<file path="src/rtl/note_sequencer.sv">
// Melody sequencer: walks a table of {half_period, duration} notes and drives
// a square-wave tone generator, inserting a silent gap after each note.
module note_sequencer #(
  parameter int DEPTH     = 16,
  parameter int AW        = 4,
  parameter int TICK_DIV  = 50000,
  parameter int GAP_TICKS = 10
) (
  input  logic          clk,
  input  logic          rst_n,
  input  logic          cfg_we,
  input  logic [AW-1:0] cfg_addr,
  input  logic [20:0]   cfg_half_period,
  input  logic [11:0]   cfg_dur,
  input  logic          start,
  input  logic          stop,
  input  logic          loop,
  input  logic [AW-1:0] last_idx,
  input  logic [15:0]   master_volume,
  output logic [20:0]   half_period,
  output logic [15:0]   volume,
  output logic          enable,
  output logic          busy,
  output logic [AW-1:0] note_idx,
  output logic          done
);

  localparam int PW = (TICK_DIV > 1) ? $clog2(TICK_DIV) : 1;
  localparam logic HAS_GAP = (GAP_TICKS != 0);

  typedef enum logic [2:0] {IDLE, FETCH, NOTE, GAP, DONE} state_t;

  state_t        state;
  logic [32:0]   tbl [DEPTH];
  logic [32:0]   entry;
  logic [20:0]   entry_hp;
  logic [11:0]   entry_dur;
  logic [20:0]   hp_r;
  logic [11:0]   dur_cnt;
  logic [15:0]   gap_cnt;
  logic [PW-1:0] presc;
  logic          tick;
  state_t        adv_state;
  logic [AW-1:0] adv_idx;

  // The table survives reset so a melody programmed once can be replayed.
  always_ff @(posedge clk) begin
    if (cfg_we) begin
      tbl[cfg_addr] <= {cfg_half_period, cfg_dur};
    end
  end

  assign entry     = tbl[note_idx];
  assign entry_hp  = entry[32:12];
  assign entry_dur = entry[11:0];
  assign tick      = (presc == PW'(TICK_DIV - 1));

  // Where to go once the current note (and its gap) has finished.
  always_comb begin
    adv_state = DONE;
    adv_idx   = note_idx;
    if (note_idx != last_idx) begin
      adv_state = FETCH;
      adv_idx   = note_idx + 1'b1;
    end else if (loop) begin
      adv_state = FETCH;
      adv_idx   = '0;
    end
  end

  always_ff @(posedge clk) begin
    if (!rst_n || stop) begin
      state       <= IDLE;
      hp_r        <= '0;
      dur_cnt     <= '0;
      gap_cnt     <= '0;
      presc       <= '0;
      half_period <= '0;
      volume      <= '0;
      enable      <= 1'b0;
      busy        <= 1'b0;
      note_idx    <= '0;
      done        <= 1'b0;
    end else begin
      done <= 1'b0;
      case (state)
        IDLE: begin
          if (start) begin
            state    <= FETCH;
            note_idx <= '0;
            busy     <= 1'b1;
          end
        end

        FETCH: begin
          hp_r        <= entry_hp;
          dur_cnt     <= (entry_dur == 12'd0) ? 12'd1 : entry_dur;
          presc       <= '0;
          state       <= NOTE;
          enable      <= (entry_hp != 21'd0);
          half_period <= entry_hp;
          volume      <= master_volume;
        end

        NOTE: begin
          enable      <= (hp_r != 21'd0);
          half_period <= hp_r;
          volume      <= master_volume;
          if (tick) begin
            presc   <= '0;
            dur_cnt <= dur_cnt - 12'd1;
            if (dur_cnt == 12'd1) begin
              enable      <= 1'b0;
              half_period <= '0;
              volume      <= '0;
              if (HAS_GAP) begin
                state   <= GAP;
                gap_cnt <= 16'(GAP_TICKS);
              end else begin
                state    <= adv_state;
                note_idx <= adv_idx;
                done     <= (adv_state == DONE);
              end
            end
          end else begin
            presc <= presc + 1'b1;
          end
        end

        GAP: begin
          if (tick) begin
            presc   <= '0;
            gap_cnt <= gap_cnt - 16'd1;
            if (gap_cnt == 16'd1) begin
              state    <= adv_state;
              note_idx <= adv_idx;
              done     <= (adv_state == DONE);
            end
          end else begin
            presc <= presc + 1'b1;
          end
        end

        DONE: begin
          state <= IDLE;
          busy  <= 1'b0;
        end

        default: begin
          state <= IDLE;
          busy  <= 1'b0;
        end
      endcase
    end
  end

endmodule

</file>
<file path="config.mk">
export PLATFORM = sky130hd
export DESIGN_NAME = note_sequencer
export DESIGN_NICKNAME = d
export VERILOG_FILES = /design/src/rtl/note_sequencer.sv
export SDC_FILE = /design/constraint.sdc
export NUM_CORES = 1
export LEC_CHECK = 0
export CELL_PAD_IN_SITES_DETAIL_PLACEMENT = 0
export CELL_PAD_IN_SITES_GLOBAL_PLACEMENT = 2
export CORE_ASPECT_RATIO = 1.2
export CORE_UTILIZATION = 46
export DETAILED_ROUTE_END_ITERATION = 12
export GPL_TIMING_DRIVEN = 0
export HOLD_SLACK_MARGIN = 0.1
export PLACE_DENSITY_LB_ADDON = 0.3
export SYNTH_ARGS = -nofsm -noshare
export SYNTH_HDL_FRONTEND = slang
export SYNTH_SLANG_ARGS = --single-unit
</file>
<file path="constraint.sdc">
create_clock -name clk -period 5.3 [get_ports clk]
set_input_delay 1.06 -clock clk [delete_from_list [all_inputs] [get_ports clk]]
set_output_delay 1.06 -clock clk [all_outputs]
set_load 0.03 [all_outputs]
</file>
==> flow_metrics.py, run 1 <==
metrics = {
    "clocking": {
        "cts.clk_slew.worst_paths_ns": 0.06,
        "cts_setup_buffers": 0,
        "clock_sinks": 644,
        "cts_buffers": 66,
        "clk_latency_ns": 0.60,
        "holdBufCountCts": 0,
        "clockBufferDepth": 3,
        "h-tree-depth": 3,
        "ctsResizeCount": 0,
        "cts_tree": "done",
        "root_buffer": "clkbuf_16",
    },
    "final_layout": {
        "fin_nets": 1706,
        "drive_above_1_share_pct": 19.5,
        "fin_cells": 2403,
        "synthToLayoutAreaGrowth_pct": 19.1,
    },
    "synthesis": {
        "yosysWarnings": 0,
        "syn_area_mm2": 0.0249,
        "synthFlopType": "edfxtp_1",
        "synth_edf_count": 528,
        "yosysTopAreaCellShare_pct": 63.6,
        "yosysMostFrequentCell": "edfxtp_1",
        "seq_area_frac_synth_pct": 72.9,
        "synth_nets": 1502,
        "async_reset_ff_share_pct": 0,
        "syn_avg_cell_area_um2": 17.4,
        "synth_commonest_cells": "edfxtp_1, mux4_2, nand2_1",
        "yosysTopAreaCell": "edfxtp_1",
        "yosysUniqueCellTypes": 58,
        "ys_ff_latch": 644,
        "synth_cells": 1433,
        "ys_top_cells_by_area": "edfxtp_1, mux4_2, dfxtp_1",
    },
    "power_and_ir_drop": {
        "combPwrFrac_pct": 3.2,
        "p_per_area_mw_per_mm2": 360,
        "vdd_drop_max_v": 0.000258,
        "p_sw_uw": 2200,
        "p_int_uw": 8490,
        "switching_share_pct": 20.6,
        "clock_power_share_pct": 44.5,
        "p_leak_uw": 0.00917,
        "seq_power_share_pct": 52.3,
    },
    "floorplan": {
        "rows": 93,
        "io_pins": 107,
        "dieArea_mm2": 0.0552,
        "die_w_um": 215,
        "dieHeight_um": 257,
        "initial_core_util_pct": 46.5,
        "core_mm2": 0.0536,
    },
    "timing": {
        "layout_min_cycle_time_ns": 3.66,
        "final_max_slew_viol_count": 0,
        "post-route-period-util_pct": 69.0,
        "fmax_ghz": 0.273,
        "tns_ns": 0,
        "setup_viol": 0,
        "slew_headroom_pct": 15.0,
        "hold_ws_ns": 0.448,
        "hold_viol_final": 0,
        "layout_setup_ws_ns": 1.64,
        "worst_pin_slew_ns": 1.27,
        "rsz0062_at_grt": "false",
        "skew_ns": 0.0173,
    },
    "detailed_routing": {
        "routed_wirelength_um": 61600,
        "vias_per_cell": 5.78,
        "ant_nets": 0,
        "via_count": 13900,
        "wl_per_cell_um": 25.6,
        "drt_iter0_drc": 1355,
        "firstDrtPassIters": 7,
        "drcViolationCount": 0,
    },
    "placement": {
        "pre_cts_ws_ns": 1.60,
        "dp_hpwl_um": 39900,
        "io_buffers": 106,
        "place_congestion": 0.794,
        "placed_cells": 2281,
    },
    "grt": {
        "antenna_found_initial": 4,
        "grt.total_usage_pct": 22.8,
        "grt_overflow": 0,
        "grt_pass1_wl_um": 91700,
        "grt_max_degree": 22,
        "grt_pass1_vias": 14300,
    },
    "status": {
        "status": "finished, final reports clean",
    },
    "worst_setup_path": {
        "cp-endpoint": "enable",
        "worstPathRequired_ns": 5.78,
        "cp-start-kind": "register",
        "reg2reg_depth": 9,
        "r2r_setup_slack_ns": 1.64,
        "cp.arrival_ns": 4.14,
        "r2r_end": "enable",
        "crit_fanout": 10,
        "critPathCaptureType": "register",
        "path_class": "reg -> reg",
    },
    "min_path": {
        "hp-class": "reg -> reg",
    },
    "job": {
        "cap_violations": 0,
    },
}
==> cell usage in the layout (no fill, tap or decap), types with 4 or more instances in the layout <==
| cell | netlist | layout |
|---|---|---|
| xor2_1 | 15 | 15 |
| o21ai_1 | 4 | 4 |
| buf_2 | 18 | 18 |
| a21oi_1 | 96 | 96 |
| nor3_2 | 1 | 5 |
| or4_1 | 5 | 5 |
| o21ai_0 | 24 | 24 |
| nor2b_1 | 5 | 5 |
| bufinv_16 | 0 | 9 |
| clkbuf_16 | 0 | 66 |
| or3b_2 | 4 | 4 |
| nor3b_1 | 7 | 7 |
| nand2_1 | 126 | 126 |
| mux4_2 | 149 | 149 |
| a22oi_1 | 55 | 55 |
| buf_12 | 0 | 11 |
| inv_1 | 7 | 7 |
| nor2_1 | 79 | 67 |
| a31oi_1 | 5 | 5 |
| clkinv_1 | 0 | 13 |
| nand3_1 | 13 | 13 |
| clkbuf_1 | 55 | 64 |
| buf_6 | 0 | 12 |
| nand3b_1 | 6 | 6 |
| nor3_1 | 15 | 11 |
| nor2_4 | 0 | 12 |
| a211oi_1 | 6 | 6 |
| nand4_1 | 6 | 6 |
| buf_1 | 5 | 5 |
| clkdlybuf4s50_1 | 0 | 106 |
| nor4_1 | 22 | 22 |
| edfxtp_1 | 528 | 528 |
| buf_4 | 1 | 5 |
| or3_1 | 12 | 12 |
| ha_1 | 6 | 6 |
| nand2b_1 | 6 | 6 |
| clkinv_2 | 0 | 11 |
| dfxtp_1 | 116 | 116 |
==> metrics by stage <==
stage | cell area (um2) | utilization [%] | power [uW]
2_1_floorplan | 24900 | - | 5840
3_3_place_gp | 26900 | 50.1 | 6020
3_5_place_dp | 27500 | 51.2 | 6040
4_1_cts | 29700 | 55.4 | 10800
5_1_grt | 29700 | 55.4 | 11000
6_report | 29700 | 55.4 | 10700
==> sequential cells by signal, summed over array words and instances (netlist names), 3 cells and up, named ones only <==
signal,flops
half_period,21
gap_cnt,16
state,3
presc,16
hp_r,21
volume,16
dur_cnt,12
tbl,528
note_idx,4
==> cell families (layout without fill, tap and decap cells) <==
group                    after synthesis  in the layout  synth area share [%]
adder cells (fa/ha/maj)                6              6                 0.301
AO/OA/AOI/OAI                        207            207                  5.09
buffers and inverters                 86            343                  1.40
XOR/XNOR                              15             15                 0.527
flip-flops                           644            644                  72.9
AND/OR/NAND/NOR                      325            325                  6.32
multiplexers                         150            150                  13.5
other                                  0              1                     0
==> worst min path at each step <==
stage	start	end	slack [ns]	cells past startpoint
after floorplan	hp_r[13]	hp_r[13]	0.44	2
after global placement	volume[15]	volume[15]	0.44	2
after detailed placement	volume[15]	volume[15]	0.44	2
after CTS	volume[15]	volume[15]	0.45	2
after global routing	volume[5]	volume[5]	0.47	2
final	volume[5]	volume[5]	0.45	2
==> power by group through the flow <==
stage	logic, uW	registers [uW]	clock network (uW)
6_report	340	5590	4760
5_1_grt	369	5590	5040
4_1_cts	345	5590	4840
3_3_place_gp	318	5700	0
3_5_place_dp	344	5700	0
2_1_floorplan	134	5700	0
==> critical path, stage by stage, from the launching register on <==
cell and delay (ns):
dfxtp_1 0.31, clkbuf_1 0.20, clkbuf_1 0.66, clkbuf_1 0.90, mux4_2 0.42, a22oi_1 0.19
nand2_1 0.23, nor4_1 0.26, and4_1 0.27, a31oi_1 0.09
==> cell type report <==
| cell class | count | area, um2 |
|---|---|---|
| fillers | 4157 | 23900 |
| flip-flops and latches | 644 | 18200 |
| multi-input cells | 703 | 6530 |
| clock buffers | 78 | 1730 |
| repair buffers | 136 | 1520 |
| well taps | 712 | 891 |
| clock inverters | 43 | 519 |
| plain buffers | 79 | 323 |
| inverters | 7 | 26.3 |
| diodes | 1 | 2.50 |
==> per-layer routing <==
metal  routed length [um]  part of all wire (%)  GRT usage (%)  vias to the layer above
met3                 4130                   6.7           4.23                       91
met1                25200                    41           29.7                     7144
li1                     -                     -              -                     6159
met5                   34                 0.055              0                        -
met4                 1350                   2.2           7.68                        6
met2                30900                    50           38.7                      495
Power figures use the tool's default switching activity.
==> inputs of run 2 (changes only) <==
CORE_UTILIZATION = 41   (was 46)
clock period = 3.3 ns   (was 5.3 ns; I/O delays follow)
==> run 2 against run 1 <==
Compared with the run above: wire length increased by 1.6%; maximum frequency increased by 19%; non-clock buffer count down 5; register-to-register slack worse by 1.4 ns; sequential share of layout area is 0.35 points lower; power up 59%; clock skew rose by 0.0053 ns; die area up 12%; global-route usage fell by 2.0 points; clock power rose by 57%; critical path depth is the same; largest power group unchanged.
==> flow_metrics.py, run 2 (synthesis gave the netlist of run 1 again) <==
metrics = {
    "timing": {
        "skew_ns": 0.0226,
        "tns_ns": 0,
        "fmax_ghz": 0.326,
        "hold_viol_final": 0,
        "hold_ws_ns": 0.450,
        "layout_setup_ws_ns": 0.230,
        "post-route-period-util_pct": 93.0,
        "layout_min_cycle_time_ns": 3.07,
        "final_max_slew_viol_count": 0,
        "slew_headroom_pct": 7.75,
        "setup_viol": 0,
        "worst_pin_slew_ns": 1.38,
    },
    "worst_setup_path": {
        "crit_fanout": 10,
        "cp-start-kind": "register",
        "path_class": "reg -> reg",
        "cp.arrival_ns": 3.54,
        "cpPeakStageDelay_ns": 0.54,
        "critPathCaptureType": "register",
        "crit_path_top_delay_cell": "mux4_2",
        "crit_chain": "clkbuf_1 > buf_2 > clkbuf_4 > mux4_2 > a22oi_1 > nand2_1 > nor4_1 > and4_1 > a31oi_1",
        "worstPathRequired_ns": 3.77,
    },
    "placement": {
        "place_congestion": 0.761,
        "pre_cts_ws_ns": -0.365,
        "io_buffers": 106,
        "dp_hpwl_um": 40700,
    },
    "final_layout": {
        "layout_commonest_cell": "edfxtp_1",
        "final_cell_mix": "edfxtp_1, mux4_2, nand2_1",
        "largest_reg_flops": 528,
        "fillers": 5003,
        "synthToLayoutAreaGrowth_pct": 19.8,
        "largestRegisters": "tbl: 528 flops, half_period: 21 flops, hp_r: 21 flops",
        "top_register": "tbl",
        "drive_above_1_share_pct": 19.7,
        "fin_nets": 1702,
    },
    "floorplan": {
        "dieArea_mm2": 0.0618,
        "io_pins": 107,
        "initial_core_util_pct": 41.7,
        "core_mm2": 0.0598,
        "dieHeight_um": 272,
        "rows": 98,
        "die_w_um": 227,
    },
    "detailed_routing": {
        "drt_iter0_drc": 1303,
        "via_count": 13900,
        "routed_wirelength_um": 62600,
        "firstDrtPassIters": 5,
        "wl_per_cell_um": 25.2,
        "ant_nets": 0,
        "drcViolationCount": 0,
        "vias_per_cell": 5.60,
    },
    "status": {
        "status": "finished, final reports clean",
    },
    "job": {
        "cap_violations": 0,
    },
    "clocking": {
        "cts.clk_slew.worst_paths_ns": 0.06,
        "clock_sinks": 644,
        "cts_tree": "done",
        "holdBufCountCts": 0,
        "root_buffer": "clkbuf_16",
        "cts_buffers": 67,
        "clockBufferDepth": 3,
        "clk_latency_ns": 0.61,
        "h-tree-depth": 3,
    },
    "grt": {
        "grt_pass1_vias": 14200,
        "grt_max_degree": 22,
        "grt.total_usage_pct": 20.8,
        "antenna_found_initial": 3,
        "grt_overflow": 0,
        "grt_pass1_wl_um": 91900,
    },
    "power_and_ir_drop": {
        "p_int_uw": 13500,
        "switching_share_pct": 20.6,
        "combPwrFrac_pct": 3.3,
        "p_per_area_mw_per_mm2": 570,
        "p_leak_uw": 0.00918,
        "seq_power_share_pct": 52.7,
        "vdd_drop_max_v": 0.000310,
        "p_sw_uw": 3510,
        "p_total_uw": 17000,
        "clock_power_share_pct": 44.0,
    },
    "min_path": {
        "hp-class": "reg -> reg",
    },
}
## run 2: changes by cell type in the layout (fill, tap and decap cells not counted), moves of 6 or more
cell,before,now
buf_8,1,7
buf_6,12,0
clkbuf_2,0,10
clkbuf_4,0,7
buf_16,2,8
clkinv_2,11,5
## run 2: power groups by stage
stage | sequential, uW | clock, uW | combinational [uW]
5_1_grt | 8990 | 7930 | 601
3_3_place_gp | 9150 | 0 | 514
3_5_place_dp | 9150 | 0 | 559
2_1_floorplan | 9160 | 0 | 216
4_1_cts | 8980 | 7630 | 561
6_report | 8980 | 7490 | 554
## run 2: through the flow
step	util, %	std cells	area, um2
6_report	49.9	2485	29900
5_1_grt	49.9	2484	29900
4_1_cts	49.9	2484	29900
3_5_place_dp	46.2	2364	27700
3_3_place_gp	45.2	2339	27000
2_1_floorplan	-	1433	25000
## run 2: path summary, 6_finish.rpt
check / to / depth (start not counted) / from / slack (ns)
setup / recovery: enable / 9 / register / 0.23
hold / removal: volume[14] / 2 / volume[14] / 0.45
setup reg to reg: enable / 9 / register / 0.23
hold reg to reg: volume[14] / 2 / volume[14] / 0.45
## run 2: what timing repair did
action	4_1_cts	5_1_grt
setup endpoints to repair	16	5
gates resized for setup	12	18
buffers inserted	0	0
## run 2: layout make-up
cell class | instances | area [um2] | share of cell area [%]
flip-flops and latches | 644 | 18200 | 60.8
multi-input cells | 703 | 6560 | 21.9
clock buffers | 85 | 1810 | 6.05
repair buffers | 131 | 1590 | 5.31
well taps | 800 | 1000 | 3.35
plain buffers | 79 | 367 | 1.23
clock inverters | 35 | 358 | 1.20
inverters | 7 | 26.3 | 0.0879
diodes | 1 | 2.50 | 0.00837
## run 2: critical path, delay by kind of cell (launching register included)
kind                   cells  cell delay, ns
multiplexers               1            0.54
flip-flops                 1            0.32
AND/OR/NAND/NOR            3            0.78
AO/OA/AOI/OAI              2            0.30
buffers and inverters      3            0.99
## run 2: per-layer routing
layer,wire (um),track usage [%],vias up
li1,-,-,6161
met1,25500,27.4,7144
met2,31300,34.6,518
met3,4470,4.31,97
met4,1320,6.45,4
met5,23,0,-
